[config.mk]
export PLATFORM = sky130hd
export DESIGN_NAME = half_duplex_ctrl_flat
export DESIGN_NICKNAME = d
export VERILOG_FILES = /design/src/rtl/half_duplex_ctrl_if.sv /design/src/rtl/half_duplex_ctrl.sv /design/src/flat_wrapper.sv
export SDC_FILE = /design/constraint.sdc
export NUM_CORES = 1
export LEC_CHECK = 0
export CAP_MARGIN = 5
export CORE_UTILIZATION = 42
export CTS_CLUSTER_SIZE = 14
export DETAILED_ROUTE_END_ITERATION = 10
export GPL_TIMING_DRIVEN = 1
export PLACE_DENSITY = 0.83
export SLEW_MARGIN = 40
export SYNTH_ARGS = -nofsm -noshare
export SYNTH_HDL_FRONTEND = slang
export SYNTH_SLANG_ARGS = --single-unit
[constraint.sdc]
create_clock -name clk -period 2.3 [get_ports clk]
set_clock_uncertainty 0.2 [all_clocks]
set_input_delay 0.345 -clock clk [delete_from_list [all_inputs] [get_ports clk]]
set_output_delay 0.345 -clock clk [all_outputs]
set_load 0.1 [all_outputs]
[src/rtl/half_duplex_ctrl_if.sv]
`default_nettype none
// ---------------------------------------------------------------------------
// half_duplex_ctrl_if : local TX handshake, peer RX path and bus buffer control
// Rev 1.0
// ---------------------------------------------------------------------------
interface half_duplex_ctrl_if #(
  parameter int WIDTH = 8
);
  logic             tx_valid;
  logic [WIDTH-1:0] tx_data;
  logic             tx_ready;
  logic [WIDTH-1:0] bus_out;
  logic             tx_strobe;
  logic             dir;
  logic [WIDTH-1:0] bus_in;
  logic             peer_strobe;
  logic             peer_req;
  logic             rx_valid;
  logic [WIDTH-1:0] rx_data;
  logic             bus_err;

  modport master (
    output tx_valid, tx_data, bus_in, peer_strobe, peer_req,
    input  tx_ready, bus_out, tx_strobe, dir, rx_valid, rx_data, bus_err
  );

  modport slave (
    input  tx_valid, tx_data, bus_in, peer_strobe, peer_req,
    output tx_ready, bus_out, tx_strobe, dir, rx_valid, rx_data, bus_err
  );
endinterface
`default_nettype wire

[src/rtl/half_duplex_ctrl.sv]
`default_nettype none
// ---------------------------------------------------------------------------
// half_duplex_ctrl : half-duplex bus direction controller with turnaround gaps
// Rev 1.0
// ---------------------------------------------------------------------------
module half_duplex_ctrl #(
  parameter int WIDTH     = 8,
  parameter int TURN      = 2,
  parameter int MAX_BURST = 4
) (
  input  logic               clk,
  input  logic               rst,
  half_duplex_ctrl_if.slave  hd
);
  localparam int TW = $clog2(TURN) + 1;
  localparam int BW = $clog2(MAX_BURST) + 1;
  localparam logic [TW-1:0] TURN_LAST = TW'(TURN - 1);
  localparam logic [BW-1:0] BURST_MAX = BW'(MAX_BURST);
  localparam logic [BW-1:0] BURST_ONE = BW'(1);

  typedef enum logic [1:0] {
    S_RX      = 2'd0,
    S_TURN_TX = 2'd1,
    S_TX      = 2'd2,
    S_TURN_RX = 2'd3
  } state_e;

  state_e           state_q, state_d;
  logic [TW-1:0]    turn_q;
  logic [BW-1:0]    burst_q;
  logic             dir_q;
  logic             tx_strobe_q;
  logic             rx_valid_q;
  logic             bus_err_q;
  logic [WIDTH-1:0] bus_out_q;
  logic [WIDTH-1:0] rx_data_q;
  logic             tx_ready;
  logic             fire;
  logic             turn_done;
  logic             in_rx;
  logic             in_turn;

  assign in_rx     = (state_q == S_RX);
  assign in_turn   = (state_q == S_TURN_TX) || (state_q == S_TURN_RX);
  assign turn_done = (turn_q == TURN_LAST);
  // Peer may only take over once a full burst has gone out.
  assign tx_ready  = (state_q == S_TX) && !((burst_q == BURST_MAX) && hd.peer_req);
  assign fire      = tx_ready && hd.tx_valid;

  always_comb begin
    state_d = state_q;
    case (state_q)
      S_RX:      if (hd.tx_valid && !hd.peer_req && !hd.peer_strobe) state_d = S_TURN_TX;
      S_TURN_TX: if (turn_done) state_d = S_TX;
      S_TX:      if (!fire) state_d = S_TURN_RX;
      S_TURN_RX: if (turn_done) state_d = S_RX;
      default:   state_d = S_RX;
    endcase
  end

  always_ff @(posedge clk) begin
    if (rst) begin
      state_q     <= S_RX;
      turn_q      <= '0;
      burst_q     <= '0;
      dir_q       <= 1'b0;
      tx_strobe_q <= 1'b0;
      rx_valid_q  <= 1'b0;
      bus_err_q   <= 1'b0;
      bus_out_q   <= '0;
      rx_data_q   <= '0;
    end else begin
      state_q     <= state_d;
      dir_q       <= (state_d == S_TX);
      tx_strobe_q <= fire;
      rx_valid_q  <= in_rx && hd.peer_strobe;
      if (fire) bus_out_q <= hd.tx_data;
      if (in_rx && hd.peer_strobe) rx_data_q <= hd.bus_in;
      if (!in_rx && hd.peer_strobe) bus_err_q <= 1'b1;

      if (in_turn && !turn_done) turn_q <= turn_q + TW'(1);
      else turn_q <= '0;

      if (fire) burst_q <= (burst_q == BURST_MAX) ? BURST_ONE : burst_q + BURST_ONE;
      else if (state_q != S_TX) burst_q <= '0;
    end
  end

  assign hd.tx_ready  = tx_ready;
  assign hd.bus_out   = bus_out_q;
  assign hd.tx_strobe = tx_strobe_q;
  assign hd.dir       = dir_q;
  assign hd.rx_valid  = rx_valid_q;
  assign hd.rx_data   = rx_data_q;
  assign hd.bus_err   = bus_err_q;
endmodule
`default_nettype wire
[src/flat_wrapper.sv]
// flat-port wrapper written by rule: the top's interface ports become plain ports
module half_duplex_ctrl_flat 
#(
  parameter int WIDTH     = 8,
  parameter int TURN      = 2,
  parameter int MAX_BURST = 4
)
  (clk, rst, hd_tx_valid, hd_tx_data, hd_bus_in, hd_peer_strobe, hd_peer_req, hd_tx_ready, hd_bus_out, hd_tx_strobe, hd_dir, hd_rx_valid, hd_rx_data, hd_bus_err);
  half_duplex_ctrl_if #(.WIDTH(WIDTH)) hd_i ();
  input  logic clk;
  input  logic rst;
  input wire logic [$bits(hd_i.tx_valid)-1:0] hd_tx_valid;
  input wire logic [$bits(hd_i.tx_data)-1:0] hd_tx_data;
  input wire logic [$bits(hd_i.bus_in)-1:0] hd_bus_in;
  input wire logic [$bits(hd_i.peer_strobe)-1:0] hd_peer_strobe;
  input wire logic [$bits(hd_i.peer_req)-1:0] hd_peer_req;
  output wire logic [$bits(hd_i.tx_ready)-1:0] hd_tx_ready;
  output wire logic [$bits(hd_i.bus_out)-1:0] hd_bus_out;
  output wire logic [$bits(hd_i.tx_strobe)-1:0] hd_tx_strobe;
  output wire logic [$bits(hd_i.dir)-1:0] hd_dir;
  output wire logic [$bits(hd_i.rx_valid)-1:0] hd_rx_valid;
  output wire logic [$bits(hd_i.rx_data)-1:0] hd_rx_data;
  output wire logic [$bits(hd_i.bus_err)-1:0] hd_bus_err;
  assign hd_i.tx_valid = hd_tx_valid;
  assign hd_i.tx_data = hd_tx_data;
  assign hd_i.bus_in = hd_bus_in;
  assign hd_i.peer_strobe = hd_peer_strobe;
  assign hd_i.peer_req = hd_peer_req;
  assign hd_tx_ready = hd_i.tx_ready;
  assign hd_bus_out = hd_i.bus_out;
  assign hd_tx_strobe = hd_i.tx_strobe;
  assign hd_dir = hd_i.dir;
  assign hd_rx_valid = hd_i.rx_valid;
  assign hd_rx_data = hd_i.rx_data;
  assign hd_bus_err = hd_i.bus_err;
  half_duplex_ctrl #(.WIDTH(WIDTH), .TURN(TURN), .MAX_BURST(MAX_BURST)) u_core (.clk(clk), .rst(rst), .hd(hd_i));
endmodule
==> results.sh, run 1 <==
export IMPL_core_area_sq_um=2280
export IMPL_avgSynthCellArea_sq_um=9.27
export IMPL_report_final_slew_viol_count=0
export IMPL_grt_max_degree=18
export IMPL_cts_setup_buffers=0
export IMPL_synth_warnings=0
export IMPL_drive_gt1_share_pct=22.6
export IMPL_finalCritPeriodShare_pct=91.4
export IMPL_peakVddDrop_v=0.000376
export IMPL_via_count=922
export IMPL_drcViolationCount=0
export IMPL_hold_path_class="reg2reg"
export IMPL_synthesis_nets=137
export IMPL_critPathKind="reg2out"
export IMPL_die_height_microns=51.9
export IMPL_row_count=17
export IMPL_max_clock_path_buffers=2
export IMPL_status="completed"
export IMPL_syn2layout_area_growth_pct=41.7
export IMPL_holdWs_ns=0.233
export IMPL_synthXorXnorAreaFrac_pct=0
export IMPL_cts_resized=0
export IMPL_syn_inst=113
export IMPL_tns_ns=0
export IMPL_start_util_pct=46.0
export IMPL_cts_tree="done"
export IMPL_ff2ff_path_depth=6
export IMPL_worstReg2RegEnd="u_core.hd.bus_out[3]"
export IMPL_seq_area_frac_synth_pct=51.6
export IMPL_cts_made_buffers=3
export IMPL_drt_pre_antenna_iters=4
export IMPL_crit_fanout=4
export IMPL_synth_seq_cells=27
export IMPL_rsz0062_at_grt="no"
export IMPL_cp_end_kind="output port"
export IMPL_grtUsageTotal_pct=18.9
export IMPL_reg2reg_from="u_core.burst_q[0]"
export IMPL_cts_htree_levels=1
export IMPL_synth_top_family_by_area="simple AND/OR/NAND/NOR gates"
export IMPL_vias_per_cell=5.04
export IMPL_ios=42
export IMPL_cts_hold_buf=0
export IMPL_p_leak_uw=0.000582
export IMPL_cts_root_buf="clkbuf_4"
export IMPL_die_w_microns=51.9
export IMPL_finalWirelength_microns=2270
export IMPL_synth_compound_area_share_pct=13.4
export IMPL_dieArea_sq_um=2700
export IMPL_io_buffers=41
export IMPL_max_freq_ghz=0.476
export IMPL_slew_limit_headroom_pct=71.4
export IMPL_clock_latency_ns=0.32
export IMPL_dp_hpwl_microns=1670
export IMPL_power_density_nw_per_um2=588
export IMPL_grt_pass1_wl_microns=3770
export IMPL_cp_arrival_ns=1.56
export IMPL_hold_viol_final=0
export IMPL_synth_cell_types=22
export IMPL_cts_sinks=27
export IMPL_rrSetupSlack_ns=0.36
export IMPL_worst_ep_required_time_ns=1.75
export IMPL_clkSlewWorstSetupHoldPaths_ns=0.14
export IMPL_maxCapViolCount=0
export IMPL_tightestPinTransition_ns=0.429
export IMPL_gp_congestion=0.751
export IMPL_hold_start="u_core.turn_q[0]"
export IMPL_synthSimpleGateAreaFrac_pct=19.1
export IMPL_antenna_left=0
export IMPL_dr_first_iter_drc_count=2
export IMPL_crit_path_start_kind="flip-flop"
export IMPL_grt_overflow=0
export IMPL_avgRoutedWirePerCell_microns=12.4
export IMPL_hold_depth=1
export IMPL_grt_pass1_vias=868
export IMPL_synth_fa_ha_area_share_pct=3.58
export IMPL_worstHoldEndpoint="u_core.turn_q[0]"
export IMPL_setup_viol=0
export IMPL_num_antenna_cells=0
export IMPL_antenna_found_initial=0
export IMPL_synth_cell_area_sq_um=1050
export IMPL_post_route_min_period_ns=2.10
export IMPL_fin_nets=180
export IMPL_muxShareOfSynthArea_pct=7.65
[kinds of logic (layout without fill, tap and decap cells)]
group           after synthesis  in the layout
compound gates               21             21
fa+ha+maj                     3              3
buf+inv                      10             52
flops                        27             27
mux                           8              8
simple gates                 44             44
[routing by layer]
metal,global-route usage [%],vias to the layer above,wire length [microns]
met2,32.5,33,1090
met5,0,-,0
met1,22.6,424,1030
met4,8.11,0,34
li1,-,459,-
met3,3.51,6,115
[Yosys cell counts]
cell	n	area share, %
mux2i_1	8	7.6
nand2b_4	1	1.3
or2b_1	1	0.72
inv_1	5	1.8
a31oi_1	1	0.60
nand2_1	22	7.9
o21ai_0	1	0.48
or2_2	2	1.2
a311oi_4	1	2.5
buf_8	1	1.4
or3_2	1	0.72
a21oi_1	15	7.2
and2b_2	1	0.84
o311a_2	1	1.1
ha_1	3	3.6
dfxtp_1	27	52
nor4_1	2	1.2
clkbuf_1	4	1.4
and2_1	1	0.60
a311oi_1	1	0.84
o21bai_1	1	0.72
nor2_1	13	4.7
[metrics by stage]
step | util [%] | setup slack (ns) | total power (uW) | cell area, sq um | std cells
after floorplan | - | 0.0377 | 616 | 1050 | 113
after global placement | 64.0 | 0.233 | 676 | 1460 | 179
after detailed placement | 64.0 | 0.143 | 679 | 1460 | 179
after CTS | 65.2 | 0.193 | 882 | 1480 | 183
after global routing | 65.2 | 0.115 | 913 | 1480 | 183
final | 65.2 | 0.199 | 873 | 1480 | 183
[worst max-delay path: stages, from the launching register on]
cell	delay [ns]
dfxtp_1	0.42
inv_1	0.06
ha_1	0.27
a31oi_2	0.27
buf_12	0.21
[cells in the final DEF, fill, tap and decap left out]
master / n
nand2_1: 22
inv_1: 5
a311oi_1: 1
o311a_2: 1
and2_1: 1
clkbuf_4: 3
nor2_1: 13
o21bai_1: 1
nor4_1: 2
or3_2: 1
or2_2: 2
ha_1: 3
a311oi_4: 1
or2b_1: 1
clkdlybuf4s50_1: 20
and2b_2: 1
nand2b_4: 1
buf_12: 2
mux2i_1: 8
a31oi_2: 1
o21ai_0: 1
clkinv_2: 1
a21oi_1: 15
dfxtp_1: 27
buf_4: 21
[flip-flops by register name (all words and copies together), names as in the netlist]
| register | cells |
|---|---|
| u_core.hd.rx_valid | 1 |
| u_core.hd.bus_out | 8 |
| u_core.state_q | 2 |
| u_core.hd.rx_data | 8 |
| u_core.hd.dir | 1 |
| u_core.hd.tx_strobe | 1 |
| u_core.hd.bus_err | 1 |
| u_core.turn_q | 2 |
| u_core.burst_q | 3 |
[worst max path at each step]
stage	start	slack (ns)	end	cells past startpoint
3_3_place_gp	hd_tx_valid	0.23	u_core.hd.bus_out[7]	6
2_1_floorplan	u_core.burst_q[0]	0.04	u_core.hd.dir	5
3_5_place_dp	hd_tx_valid	0.14	u_core.hd.bus_out[3]	6
5_1_grt	u_core.burst_q[0]	0.12	hd_tx_ready	4
4_1_cts	u_core.burst_q[0]	0.19	hd_tx_ready	4
6_report	u_core.burst_q[0]	0.20	hd_tx_ready	4
[power by group]
| part | switching [uW] | internal (uW) |
|---|---|---|
| Combinational | 121 | 58.2 |
| Sequential | 8.01 | 481 |
| Clock | 139 | 65.2 |
[layout make-up]
type / instances / area, sq um
Clock buffer: 3 / 22.5
Fill cell: 185 / 792
Sequential cell: 27 / 541
Tap cell: 28 / 35.0
Inverter: 5 / 18.8
Multi-Input combinational cell: 76 / 464
Timing Repair Buffer: 43 / 398
Clock inverter: 1 / 5.00
Note: power is estimated with default switching activity, not from simulation.
==> run 2: changes to the inputs <==
--- a/config.mk
+++ b/config.mk
@@ -6,11 +6,11 @@
 export NUM_CORES = 1
 export LEC_CHECK = 0
 export CAP_MARGIN = 5
-export CORE_UTILIZATION = 42
+export CORE_UTILIZATION = 45
 export CTS_CLUSTER_SIZE = 14
 export DETAILED_ROUTE_END_ITERATION = 10
 export GPL_TIMING_DRIVEN = 1
-export PLACE_DENSITY = 0.83
+export PLACE_DENSITY = 0.88
 export SLEW_MARGIN = 40
 export SYNTH_ARGS = -nofsm -noshare
 export SYNTH_HDL_FRONTEND = slang
==> constraint.sdc (replaced) <==
create_clock -name clk -period 2.45 [get_ports clk]
set_clock_uncertainty 0.2 [all_clocks]
set_input_delay 0.3675 -clock clk [delete_from_list [all_inputs] [get_ports clk]]
set_output_delay 0.3675 -clock clk [all_outputs]
set_load 0.1 [all_outputs]
==> results.sh, run 2 (synthesis gave the netlist of run 1 again) <==
export IMPL_ff2ff_path_depth=6
export IMPL_critPathKind="reg2out"
export IMPL_cts_root_buf="clkbuf_4"
export IMPL_avgRoutedWirePerCell_microns=11.8
export IMPL_core_area_sq_um=2210
export IMPL_cts_htree_levels=1
export IMPL_p_leak_uw=0.000575
export IMPL_finalWirelength_microns=2160
export IMPL_finalNonFillerCells=183
export IMPL_dieArea_sq_um=2520
export IMPL_power_density_nw_per_um2=557
export IMPL_peakVddDrop_v=0.000443
export IMPL_utilization_pct=66.6
export IMPL_rsz0062_at_grt="no"
export IMPL_dp_hpwl_microns=1650
export IMPL_critical_path_buf_inv_count=2
export IMPL_critical_path_top_delay_family="flip-flops"
export IMPL_max_clock_path_buffers=2
export IMPL_cpPeakStageDelay_ns=0.40
export IMPL_vias_per_cell=5.02
export IMPL_finalCritPeriodShare_pct=86.4
export IMPL_layout_setup_ws_ns=0.333
export IMPL_cts_setup_buffers=0
export IMPL_cts_sinks=27
export IMPL_hold_path_class="reg2reg"
export IMPL_cp_arrival_ns=1.55
export IMPL_grt_pass1_wl_microns=3590
export IMPL_crit_path_start_kind="flip-flop"
export IMPL_post_route_min_period_ns=2.12
export IMPL_max_freq_ghz=0.472
export IMPL_holdWs_ns=0.228
export IMPL_cpMaxStageDelayCell="dfxtp_1"
export IMPL_start_util_pct=47.3
export IMPL_report_final_slew_viol_count=0
export IMPL_cp_end_kind="output port"
export IMPL_setup_viol=0
export IMPL_cts_made_buffers=3
export IMPL_slew_limit_headroom_pct=77.1
export IMPL_num_antenna_cells=0
export IMPL_via_count=919
export IMPL_antenna_left=0
export IMPL_io_buffers=41
export IMPL_hold_depth=1
export IMPL_dp_cells=179
export IMPL_layout_commonest_cell="dfxtp_1"
export IMPL_row_count=17
export IMPL_drcViolationCount=0
export IMPL_cp_depth=4
export IMPL_clock_latency_ns=0.33
export IMPL_cts_hold_buf=0
export IMPL_cts_tree="done"
export IMPL_fin_nets=180
export IMPL_antenna_found_initial=0
export IMPL_clkSlewWorstSetupHoldPaths_ns=0.14
export IMPL_crit_fanout=4
export IMPL_hold_viol_final=0
export IMPL_ios=42
export IMPL_maxCapViolCount=0
export IMPL_die_w_microns=50.2
export IMPL_status="completed"
export IMPL_drive_gt1_share_pct=22.6
export IMPL_rrSetupSlack_ns=0.58
export IMPL_dr_first_iter_drc_count=19
export IMPL_path_cells="inv_1 -> ha_1 -> a31oi_2 -> buf_12"
export IMPL_grt_max_degree=18
export IMPL_grt_pass1_vias=858
export IMPL_grt_overflow=0
export IMPL_syn2layout_area_growth_pct=40.7
export IMPL_cts_resized=0
export IMPL_worst_ep_required_time_ns=1.88
export IMPL_die_height_microns=50.2
export IMPL_dpl_worst_slack_ns=0.321
export IMPL_tns_ns=0
export IMPL_grtUsageTotal_pct=19.1
export IMPL_tightestPinTransition_ns=0.342
export IMPL_gp_congestion=0.754
export IMPL_drt_pre_antenna_iters=6
export IMPL_layout_common_cells="dfxtp_1 (27), nand2_1 (22), buf_4 (22), clkdlybuf4s50_1 (20), a21oi_1 (15)"
-- run 2: cell types whose count changed in the layout (fill, tap and decap cells not counted) --
cell,before,now
clkinvlp_4,0,1
clkinv_2,1,0
buf_12,2,1
buf_4,21,22
-- run 2: power by group --
group	total (uW)	leakage, uW	internal [uW]	switching [uW]
registers	459	0.000219	452	7.47
logic	168	0.000342	54.5	113
clock network	194	0.0000139	62.5	131
-- run 2: path summary, 6_finish.rpt --
kind	start	endpoint
setup / recovery	u_core.burst_q[0]	hd_tx_ready
hold / removal	u_core.turn_q[0]	u_core.turn_q[0]
setup reg to reg	u_core.burst_q[0]	u_core.burst_q[0]
hold reg to reg	u_core.turn_q[0]	u_core.turn_q[0]
-- run 2: layout make-up --
cell class,instances,area (sq um)
sequential,27,541
tap,28,35.0
fill,189,738
timing repair buffer,43,385
clock inverter,1,7.51
multi-input combinational,76,464
clock buffer,3,22.5
inverter,5,18.8
-- run 2: metrics by stage --
step	area [sq um]	total power, uW
after detailed placement	1440	637
after global placement	1440	634
after floorplan	1050	578
after global routing	1470	854
final	1470	821
after CTS	1470	826
-- run 2: routing by layer --
metal | global-route usage [%] | up-vias | part of all wire, %
li1 | - | 459 | -
met3 | 4.85 | 4 | 6.2
met1 | 22.6 | 421 | 43
met4 | 11.4 | 0 | 1.9
met5 | 0 | - | 0
met2 | 30.9 | 35 | 49
==> edit, RTL diff (config.mk and constraints of run 1) <==
`TURN` is set to 2 in 2 places; all go to 1.
--- a/src/rtl/half_duplex_ctrl.sv
+++ b/src/rtl/half_duplex_ctrl.sv
@@ -6,5 +6,5 @@
 module half_duplex_ctrl #(
   parameter int WIDTH     = 8,
-  parameter int TURN      = 2,
+  parameter int TURN      = 1,
   parameter int MAX_BURST = 4
 ) (
--- a/src/flat_wrapper.sv
+++ b/src/flat_wrapper.sv
@@ -3,5 +3,5 @@
 #(
   parameter int WIDTH     = 8,
-  parameter int TURN      = 2,
+  parameter int TURN      = 1,
   parameter int MAX_BURST = 4
 )
Behaviour: not the same (Yosys sat finds a counterexample within 4 cycles, from zero or initial values and one cycle with rst high).
==> edit against run 1 <==
  * Critical path depth up 1
  * Cell count down 2.2%
  * First-iteration DRC count rose to 4.0 times the old value
  * Setup slack better by 29 ps
  * Area after synthesis up 4.5%
  * Sequential cell count down 1
  * Non-clock buffer count up 1
  * Register-to-register slack better by 310 ps
  * Wire length down 8.7%
  * Final area up 1.9%
  * Power up 6.7%
  * Largest cell class is now multi-input combinational cells
  * Largest power group unchanged
==> edit: results <==
[status]
status = "completed"

[layout]
clkCellAreaFrac = 0.0149
signal_buffers = 44
nNonClkInverters = 3
buffer_area_frac = 0.260
comb.multi_input.count = 73
num-nets-final = 174
drive_gt1_frac = 0.201

[drt]
wl_mm = 2.07
vias_per_cell = 4.80
met2_length_mm = 1.00
wl_met1_microns = 933
drt-initial-drc-count = 8

[power]
power_mw = 0.932
p_int_mw = 0.623
ir_drop_mv = 0.397

[placement]
dp_slack_ps = 365
dpl-instance-area_sq_um = 1490
place_congestion = 0.748
hpwl_mm = 1.58

[logic_synthesis]
syn_area_per_cell_sq_um = 10.2
synthTopCellsByArea = "dfxtp_1, mux2i_1, nand2b_1"
synth_seq_area_share = 0.475
synthesis.nets = 130
yosys-top-cells-count = "dfxtp_1, mux2i_1, nand2b_1"

[global_route]
grt_pass1_vias = 821
grt_pass1_wl_mm = 3.31
grtUsageTotal = 0.159
grt_max_degree = 17

[worst_setup_path]
worstPathArrival_ps = 1530
max_stage_delay_ps = 370
==> edit: cell count changes in the layout (fill, tap and decap cells not counted), moves of 9 or more <==
| cell | run 1 | this run |
|---|---|---|
| nand2_1 | 22 | 2 |
| mux2i_1 | 8 | 17 |
| nand2b_1 | 0 | 17 |
| a21oi_1 | 15 | 4 |
==> edit: path summary, 6_finish.rpt <==
path	slack (ps)	cells after the start	to	from
max	230	5	hd_tx_ready	u_core.burst_q[0]
max reg2reg	670	5	u_core.burst_q[0]	u_core.burst_q[0]
min reg2reg	270	2	u_core.hd.bus_err	u_core.hd.bus_err
min	270	2	u_core.hd.bus_err	u_core.hd.bus_err
==> edit: kinds of logic after synthesis <==
logic type,Yosys count,share of synthesized area
simple gates,43,0.237
flops,26,0.475
mux,18,0.166
compound gates,8,0.0457
buf+inv,8,0.0423
fa+ha+maj,2,0.0229
other cells,1,0.00343
xor+xnor,1,0.00800
